$ cat src/rtl/byte2planar_vram.sv
// byte2planar_vram: demultiplexes a byte stream into NCH colour planes of a planar VRAM.
// Bytes arrive plane-interleaved (plane 0, 1, ..., NCH-1 of pixel 0, then pixel 1, ...).
// Each accepted byte becomes one registered write on the shared VRAM port A.
//
// Ports:
//   clk        write clock, the only clock in the block
//   xrst       asynchronous active-low reset
//   din        incoming byte
//   den        din valid this cycle
//   sof        start of frame, qualified by den; din is plane 0 of pixel 0
//   waddr      VRAM address, shared by all planes (holds between writes)
//   wdata      VRAM write data, shared by all planes
//   wea        per-plane write enable, one-hot or zero
//   ch         plane index of the next byte to be accepted
//   frame_done pulse with the write of the last plane of the last pixel
//   sync_err   pulse when a sof restarts a frame that was already in progress
//   drop_cnt   saturating count of bytes discarded while idle
module byte2planar_vram #(
   parameter int unsigned NCH       = 3,
   parameter int unsigned DW        = 8,
   parameter int unsigned AW        = 17,
   parameter int unsigned FRAME_PIX = 76800,
   parameter bit          AUTO_WRAP = 1'b0
) (
   input  logic          clk,
   input  logic          xrst,
   input  logic [DW-1:0] din,
   input  logic          den,
   input  logic          sof,
   output logic [AW-1:0] waddr,
   output logic [DW-1:0] wdata,
   output logic [NCH-1:0] wea,
   output logic [2:0]    ch,
   output logic          frame_done,
   output logic          sync_err,
   output logic [15:0]   drop_cnt
);

   localparam logic [2:0]    LastCh  = 3'(NCH - 1);
   localparam logic [AW-1:0] LastPix = AW'(FRAME_PIX - 1);

   typedef enum logic [0:0] {StIdle, StRecv} state_e;

   state_e        state_q, state_d;
   logic [2:0]    ch_q, ch_d;
   logic [AW-1:0] pix_q, pix_d;

   // Position of the byte being written this cycle; a sof forces pixel 0, plane 0.
   logic          wr_en;
   logic [2:0]    wr_ch;
   logic [AW-1:0] wr_pix;
   logic          last_plane;
   logic          last_pix;

   logic [AW-1:0]  waddr_q, waddr_d;
   logic [DW-1:0]  wdata_q, wdata_d;
   logic [NCH-1:0] wea_q, wea_d;
   logic           frame_done_q, frame_done_d;
   logic           sync_err_q, sync_err_d;
   logic [15:0]    drop_cnt_q, drop_cnt_d;

   // State register
   always_ff @(posedge clk or negedge xrst) begin
      if (!xrst) begin
         state_q <= StIdle;
         ch_q    <= '0;
         pix_q   <= '0;
      end else begin
         state_q <= state_d;
         ch_q    <= ch_d;
         pix_q   <= pix_d;
      end
   end

   // Next-state logic
   always_comb begin
      wr_en      = den && (sof || (state_q == StRecv));
      wr_ch      = sof ? 3'd0 : ch_q;
      wr_pix     = sof ? '0 : pix_q;
      last_plane = (wr_ch == LastCh);
      last_pix   = last_plane && (wr_pix == LastPix);
      state_d    = state_q;
      ch_d       = ch_q;
      pix_d      = pix_q;
      if (wr_en) begin
         state_d = StRecv;
         if (last_pix) begin
            ch_d  = 3'd0;
            pix_d = '0;
            if (!AUTO_WRAP) begin
               state_d = StIdle;
            end
         end else if (last_plane) begin
            ch_d  = 3'd0;
            pix_d = wr_pix + AW'(1);
         end else begin
            ch_d  = wr_ch + 3'd1;
            pix_d = wr_pix;
         end
      end
   end

   // Output logic (next values of the registered write port and status)
   always_comb begin
      wea_d        = '0;
      waddr_d      = waddr_q;
      wdata_d      = wdata_q;
      frame_done_d = 1'b0;
      sync_err_d   = 1'b0;
      drop_cnt_d   = drop_cnt_q;
      if (wr_en) begin
         wea_d        = NCH'(1) << wr_ch;
         waddr_d      = wr_pix;
         wdata_d      = din;
         frame_done_d = last_pix;
         // Restart only counts as an error if a frame was partly received.
         sync_err_d   = (state_q == StRecv) && sof && ((ch_q != 3'd0) || (pix_q != '0));
      end else if (den && (state_q == StIdle) && (drop_cnt_q != 16'hFFFF)) begin
         drop_cnt_d = drop_cnt_q + 16'd1;
      end
   end

   always_ff @(posedge clk or negedge xrst) begin
      if (!xrst) begin
         waddr_q      <= '0;
         wdata_q      <= '0;
         wea_q        <= '0;
         frame_done_q <= 1'b0;
         sync_err_q   <= 1'b0;
         drop_cnt_q   <= '0;
      end else begin
         waddr_q      <= waddr_d;
         wdata_q      <= wdata_d;
         wea_q        <= wea_d;
         frame_done_q <= frame_done_d;
         sync_err_q   <= sync_err_d;
         drop_cnt_q   <= drop_cnt_d;
      end
   end

   assign waddr      = waddr_q;
   assign wdata      = wdata_q;
   assign wea        = wea_q;
   assign ch         = ch_q;
   assign frame_done = frame_done_q;
   assign sync_err   = sync_err_q;
   assign drop_cnt   = drop_cnt_q;

endmodule

$ cat config.mk
export PLATFORM = sky130hd
export DESIGN_NAME = byte2planar_vram
export DESIGN_NICKNAME = d
export VERILOG_FILES = /design/src/rtl/byte2planar_vram.sv
export SDC_FILE = /design/constraint.sdc
export NUM_CORES = 1
export LEC_CHECK = 0
export CELL_PAD_IN_SITES_DETAIL_PLACEMENT = 1
export CELL_PAD_IN_SITES_GLOBAL_PLACEMENT = 1
export CORE_MARGIN = 10
export CORE_UTILIZATION = 40
export CTS_BUF_LIST = sky130_fd_sc_hd__clkbuf_4 sky130_fd_sc_hd__clkbuf_8
export DETAILED_ROUTE_END_ITERATION = 16
export DONT_BUFFER_PORTS = 1
export PLACE_DENSITY = 0.74
export SLEW_MARGIN = 10
export SYNTH_ARGS = -nofsm -noshare
export SYNTH_HDL_FRONTEND = slang
export SYNTH_SLANG_ARGS = --single-unit
export TNS_END_PERCENT = 50
$ cat constraint.sdc
create_clock -name clk -period 2.55 [get_ports clk]
set_input_delay 0.765 -clock clk [delete_from_list [all_inputs] [get_ports clk]]
set_output_delay 0.765 -clock clk [all_outputs]
set_load 0.005 [all_outputs]
==> metrics.md, run 1 <==
| Metric | Value |
|---|---|
| Run status | complete, no violations |
| Insertion delay to the later sink of the worst-skew pair | around 350 ps |
| Async set-reset flop share out of synthesis | 1.000 |
| Vias | about 2,800 |
| Via count of the first global-routing pass | 2,962 |
| Clock tree from TritonCTS | built |
| Area of the die | roughly 13,000 µm² |
| Initial antenna violation count | 0 |
| Core area | a little over 8000 µm² |
| Post-synth EDFFs | 0 |
| Post-synthesis instance total | approximately 360 |
| Unique masters post-synth | 52 |
| Area growth from synthesis to final layout | 9.316% |
| Number of buffers inserted to repair setup after CTS | 0 |
| Cell area power density | a little under 600 nW/µm² |
| Share of the synthesized area in the top cell type | 0.4954 |
| Path class of the lowest-slack min-delay path | in2async |
| Biggest area contributors in the synthesized netlist | dfrtp_1 (50%), nand2_1 (5.8%), a2bb2oi_1 (4.4%) |
| Maximum VDD drop | approximately 0.00021 V |
| Syn Nets | between 300 and 400 |
| Root Driver | clkbuf_8 |
| DR DRC count | 0 |
| Total number of yosys warnings | 0 |
| Count of buffers from port buffering | 0 |
| Tot GR Track Use | 0.1490 |
| Number of gates resized after CTS | 0 |
| Relative slew margins | 0.7140 |
| Initial DRC count | 113 |
| Max-cap violations | 0 |
| Final setup violation count | 0 |
| Die Width | 112.0 µm |
| Floorplan row count | 33 |
| Mean instance size in the synthesized netlist | ~9.5 µm² |
| Dpl ws | roughly 190 ps |
| Count of final max-slew check failures | 0 |
| CTS buffer count | 9 |
| Wire length of the first global-routing pass | around 16,000 µm |
| Design Area, Final | between 3000 and 4000 µm² |
| Cell type with the highest aggregate area in the netlist | dfrtp_1 |
| Synth Cell Area | approximately 3400 µm² |
| Pin count of the biggest net entering global routing | roughly 70 |
| Arrival time of data at the critical path endpoint | between 2000 and 2500 ps |
| Kind of start point of the critical path | flip-flop |
| Number of levels in the clock H-tree | 3 |
| RSZ-0062 raised after global routing | no |
| Vias per std cell | roughly 6 |
| Number of inserted diodes | 0 |
| Leading cell types by count after synthesis | dfrtp_1 (67), nand2_1 (52), inv_1 (19), o21ai_0 (19), o22ai_1 (18) |
| Critical path data required time | 2770 ps |
| Post-synthesis sequential element count | between 60 and 70 |
| CTS hold repair buffers | 0 |
| Clock Sink Count | 67 |
| Leak | between 1.5 and 2 nW |
| Most common flop cell mapped by yosys | dfrtp_1 |
| Critical path class | reg2reg |
| Maximum number of buffers from clock root to sink | 2 |
| Setup skew after layout | between 8 and 9 ps |
| Register area share after synthesis | 0.4954 |
| Fraction of layout instances using a drive strength above 1 | 0.09218 |
| Transition at the pin with the smallest max-transition slack | between 400 and 500 ps |
| Routability Congestion | 0.8216 |
| Max Clock Freq | about 470 MHz |
| Total Nets Final | approximately 370 |
| Mean routed wirelength per cell | ~20 µm |
| Detailed Place HPWL | 6414 µm |
| Total gr overflow | 0 |
| Number of top-level pins | 61 |
| Kind of capture point of the worst setup path | flip-flop |
| Biggest fanout along the worst timing path | 8 |
| Final hold viol count | 0 |
| Initial Utilization | 0.4119 |
| Most common cell in the netlist | dfrtp_1 |
| Placement Cell Area | 3501 µm² |
| Y dimension of the die | between 100 and 150 µm |
| Final WS setup | 423.9 ps |
| 1st-pass router iterations | 4 |
| Final period utilization | 0.8338 |
| Wire length reported by the detailed router | roughly 9300 µm |
| Final critical-path required period | around 2100 ps |
| Clock-pin slew reported for the worst setup and hold paths after clock tree synthesis | 80 ps |
| Residual antenna-violating net count after detailed routing | 0 |
cell type report:
cell class | count | area, µm²
flip-flops and latches | 67 | 1677
inverters | 19 | 71.32
repair buffers | 8 | 72.57
clock buffers | 9 | 123.9
clock inverters | 7 | 75.07
well taps | 105 | 131.4
fillers | 940 | 4517
multi-input cells | 248 | 1549
final timing paths:
check | start | to | slack (ps) | cells after the start
min in group clk | sof | waddr[2] | 510 | 1
setup / recovery | pix_q[14] | pix_q[13] | 420 | 4
max in group asynchronous | xrst | pix_q[13] | 2330 | 0
hold / removal | xrst | drop_cnt[2] | 100 | 0
setup reg to reg | pix_q[14] | pix_q[13] | 420 | 4
hold reg to reg | wdata[3] | wdata[3] | 520 | 2
flip-flops by register name, summed over array words and instances (netlist names):
signal and cells:
wea 3, sync_err 1, state_q 1, wdata 8
ch 3, waddr 17, pix_q 17, drop_cnt 16
frame_done 1
where the power goes:
group          internal (mW)  switching, mW
Combinational         0.0544         0.0710
Clock                  0.456          0.461
Sequential              1.10         0.0642
placed cells by master (no fill, tap or decap), types with 4 or more instances in the layout:
cell,synthesis,routed
a21oi_1,8,8
a2bb2oi_1,17,17
and3_1,4,4
and4_1,4,4
buf_4,0,7
clkbuf_8,0,9
dfrtp_1,67,67
inv_1,19,19
mux2i_1,4,4
nand2_1,52,52
nand3_1,11,11
nand4_1,7,7
nor2_1,16,16
nor2b_1,4,4
nor3_1,11,11
nor4_1,4,4
o21ai_0,19,19
o22ai_1,18,18
o31ai_1,4,4
or3_1,4,4
or4_1,6,6
xor2_1,12,12
critical path, cell delays in order, from the launching register on:
cell	delay, ps
dfrtp_1	480
or4_1	550
or4_4	580
o21bai_4	250
o21ai_0	130
through the flow:
step / util / power, mW / std cells / hold WS, ps / setup TNS, ps
floorplan: - / 1.282 / 356 / 469.4 / -26.09
global placement: 0.4261 / 1.308 / 447 / 473.1 / 0
detailed placement: 0.4261 / 1.316 / 447 / 473.1 / 0
CTS: 0.4503 / 2.242 / 463 / 79.67 / 0
global route: 0.4503 / 2.305 / 463 / 76.04 / 0
finish: 0.4503 / 2.208 / 463 / 102.5 / 0
kinds of logic (layout without fill, tap and decap cells):
logic type,Yosys count,count (layout),share of synthesized area
muxes,5,5,0.01516
and+or+nand+nor,139,139,0.2181
xor gates and xnor gates,13,13,0.03364
adders and majority gates,2,2,0.007393
DFF,67,67,0.4954
buffers and inverters,41,43,0.04880
AOI/OAI and AO/OA,89,89,0.1815
layer usage:
layer / share of wire / vias to the layer above / track usage
li1: - / 1293 / -
met1: 0.44 / 1411 / 0.1818
met2: 0.49 / 58 / 0.2413
met3: 0.065 / 8 / 0.04992
met4: 0.012 / 0 / 0.04992
met5: 0 / - / 0
No activity file was read; power rests on OpenSTA's default activity.
==> run 2, diff against run 1 <==
--- a/config.mk
+++ b/config.mk
@@ -12,7 +12,7 @@
 export CTS_BUF_LIST = sky130_fd_sc_hd__clkbuf_4 sky130_fd_sc_hd__clkbuf_8
 export DETAILED_ROUTE_END_ITERATION = 16
 export DONT_BUFFER_PORTS = 1
-export PLACE_DENSITY = 0.74
+export PLACE_DENSITY = 0.77
 export SLEW_MARGIN = 10
 export SYNTH_ARGS = -nofsm -noshare
 export SYNTH_HDL_FRONTEND = slang
==> constraint.sdc (replaced) <==
create_clock -name clk -period 1.79 [get_ports clk]
set_input_delay 0.537 -clock clk [delete_from_list [all_inputs] [get_ports clk]]
set_output_delay 0.537 -clock clk [all_outputs]
set_load 0.005 [all_outputs]
==> metrics.md, run 2 (same netlist as run 1, synthesis figures left out) <==
| Metric | Value |
|---|---|
| Internal power | 2.497 mW (+55%) |
| Sum of negative setup slack | -918.9 ps (-918.9 ps) |
| Register-to-Register Setup Slack | -140 ps (-560 ps) |
| Violations in the final reports | hold timing, setup timing |
| Count of buffers from port buffering | 0 (unchanged) |
| Detailed Place HPWL | 7371 µm (+15%) |
| Leak | 1.915 nW (+20%) |
| Total Nets Final | 419 (+14%) |
| Relative slew margins | 0.7067 (-0.007284) |
| Initial DRC count | 144 (+27%) |
| Vias per std cell | 5.835 (-2.5%) |
| Start point of the critical path | pix_q[10] |
| Wire length of the first global-routing pass | 17,140 µm (+9.8%) |
| Final setup violation count | 13 (+13) |
| Worst reg2reg startpoint | pix_q[10] |
| Area growth from synthesis to final layout | 23.88% |
| Arrival time of data at the critical path endpoint | 2150 ps (-200 ps) |
| Vias | 3,005 (+8.5%) |
| Maximum VDD drop | 0.0004126 V (+94%) |
| Kind of start point of the critical path | flip-flop |
| Fraction of layout instances using a drive strength above 1 | 0.2341 (+0.1420) |
| Number of inserted diodes | 0 (unchanged) |
| Mean routed wirelength per cell | 20.53 µm (+1.8%) |
| Design Area, Final | 4193 µm² (+13%) |
| Y dimension of the die | 112.0 µm (unchanged) |
| Path class of the lowest-slack min-delay path | in2async |
| Clock tree from TritonCTS | built |
| Sequential power share | 0.489 (-0.039) |
| Wire length reported by the detailed router | 10,570 µm (+13%) |
| Combinational share of power | 0.090 (+0.033) |
| Leading cell type in the layout, fill and taps excluded | dfrtp_1 |
| Max Clock Freq | 518.9 MHz (+10%) |
| Final critical-path required period | 1927 ps (-199.0 ps) |
| Core area | 8217 µm² (unchanged) |
| Critical path class | reg2reg |
| Biggest fanout along the worst timing path | 8 (unchanged) |
| Clock Sink Count | 67 (unchanged) |
| RSZ-0062 raised after global routing | yes |
| Dpl ws | -244.9 ps (-433.2 ps) |
| P_sw | 0.8312 mW (+39%) |
| Final period utilization | 1.077 (+0.2428) |
| Setup skew after layout | 7.930 ps (-0.7482 ps) |
| End of the worst register-to-register path | pix_q[7] |
| Final-layout worst hold slack | -124.4 ps (-226.9 ps) |
| Maximum number of buffers from clock root to sink | 2 (unchanged) |
| Area of the die | 12,540 µm² (unchanged) |
| Via count of the first global-routing pass | 3,237 (+9.3%) |
| Root Driver | clkbuf_8 |
| Pin count of the biggest net entering global routing | 68 (unchanged) |
| Final hold viol count | 67 (+67) |
| Clock-pin slew reported for the worst setup and hold paths after clock tree synthesis | 80 ps (about the same) |
| Routability Congestion | 0.8286 (+0.85%) |
| Number of levels in the clock H-tree | 3 (unchanged) |
| Run status | finished with violations |
| 1st-pass router iterations | 4 (unchanged) |
| Transition at the pin with the smallest max-transition slack | 436.6 ps (+7.567 ps) |
| Residual antenna-violating net count after detailed routing | 0 (unchanged) |
| Initial antenna violation count | 0 (unchanged) |
| Cell area power density | 793.7 nW/µm² (+33%) |
| DR DRC count | 0 (unchanged) |
| Kind of capture point of the worst setup path | flip-flop |
| Initial Utilization | 0.4119 (unchanged) |
| Critical path data required time | 2010 ps (-760 ps) |
| Count of fill cells added during filler insertion | 948 (+0.85%) |
| Net switching fraction of the power | 0.2498 (-0.02036) |
| Number of cells traversed by the worst register-to-register path | 4 (unchanged) |
| CTS buffer count | 9 (unchanged) |
| Insertion delay to the later sink of the worst-skew pair | 350 ps (about the same) |
| Max-cap violations | 0 (unchanged) |
| Most frequent cells in the layout | dfrtp_1 (67), buf_4 (56), nand2_1 (51), inv_1 (19), o22ai_1 (18) |
| Share of total power in the clock network | 0.421 (+0.005) |
| Floorplan row count | 33 (unchanged) |
| Die Width | 112.0 µm (unchanged) |
| Number of top-level pins | 61 (unchanged) |
| Tot GR Track Use | 0.1641 (+0.01504) |
| Final WS setup | -137.0 ps (-560.9 ps) |
| Placement Cell Area | 3839 µm² (+9.6%) |
| Total gr overflow | 0 (unchanged) |
| Count of final max-slew check failures | 0 (unchanged) |
[run 2: changes by cell type in the layout (fill, tap and decap cells not counted), sizes merged]
cell	previous run	this run
bufinv	1	2
buf	8	60
inv	21	19
clkinv	1	4
clkbuf	9	10
clkinvlp	3	0
[run 2: repair_timing]
item                       in CTS  in global routing
resized for setup               9                 16
pin swaps                       4                  9
hold endpoints to repair       67                 67
setup endpoints to repair      16                 23
buffers inserted                0                  7
[run 2: routing by layer]
layer,vias up,track usage,routed length [µm]
met4,0,0.05838,174
met1,1528,0.1865,4323
li1,1399,-,-
met2,63,0.2855,5447
met5,-,0,0
met3,15,0.04831,627
[run 2: area by class of cell]
cell class                      count  area (µm²)  share of cell area
Tap cell                          105       131.4             0.03133
Clock buffer                       10       131.4             0.03133
Clock inverter                      6       80.08             0.01910
Timing Repair Buffer               60       474.2              0.1131
Multi-Input combinational cell    248        1628              0.3882
Sequential cell                    67        1677              0.3999
Inverter                           19       71.32             0.01701
[run 2: power groups by stage]
stage | Clock [mW] | Combinational, mW | Sequential, mW
after floorplan | 0 | 0.185 | 1.64
after global placement | 0 | 0.266 | 1.65
after detailed placement | 0 | 0.282 | 1.66
after CTS | 1.41 | 0.287 | 1.63
after global routing | 1.48 | 0.330 | 1.64
final | 1.40 | 0.299 | 1.63
[run 2: worst max path at each step]
| stage | slack [ps] | to | depth (start not counted) |
|---|---|---|---|
| CTS | -80 | pix_q[7] | 4 |
| floorplan | -550 | pix_q[10] | 10 |
| global placement | -220 | pix_q[3] | 4 |
| detailed placement | -240 | pix_q[10] | 7 |
| global route | -170 | pix_q[7] | 4 |
| finish | -140 | pix_q[7] | 4 |
[run 2: per-stage QoR]
| stage | power (mW) | std cells | util |
|---|---|---|---|
| 2_1_floorplan | 1.829 | 356 | - |
| 3_3_place_gp | 1.920 | 492 | 0.4672 |
| 3_5_place_dp | 1.942 | 492 | 0.4672 |
| 4_1_cts | 3.328 | 508 | 0.4960 |
| 5_1_grt | 3.450 | 515 | 0.5103 |
| 6_report | 3.328 | 515 | 0.5103 |
[run 2: critical path: stages, from the launching register on]
cell and delay [ps]:
dfrtp_1 380, or4_4 530, or4_4 460, o21bai_4 290, o211ai_1 140
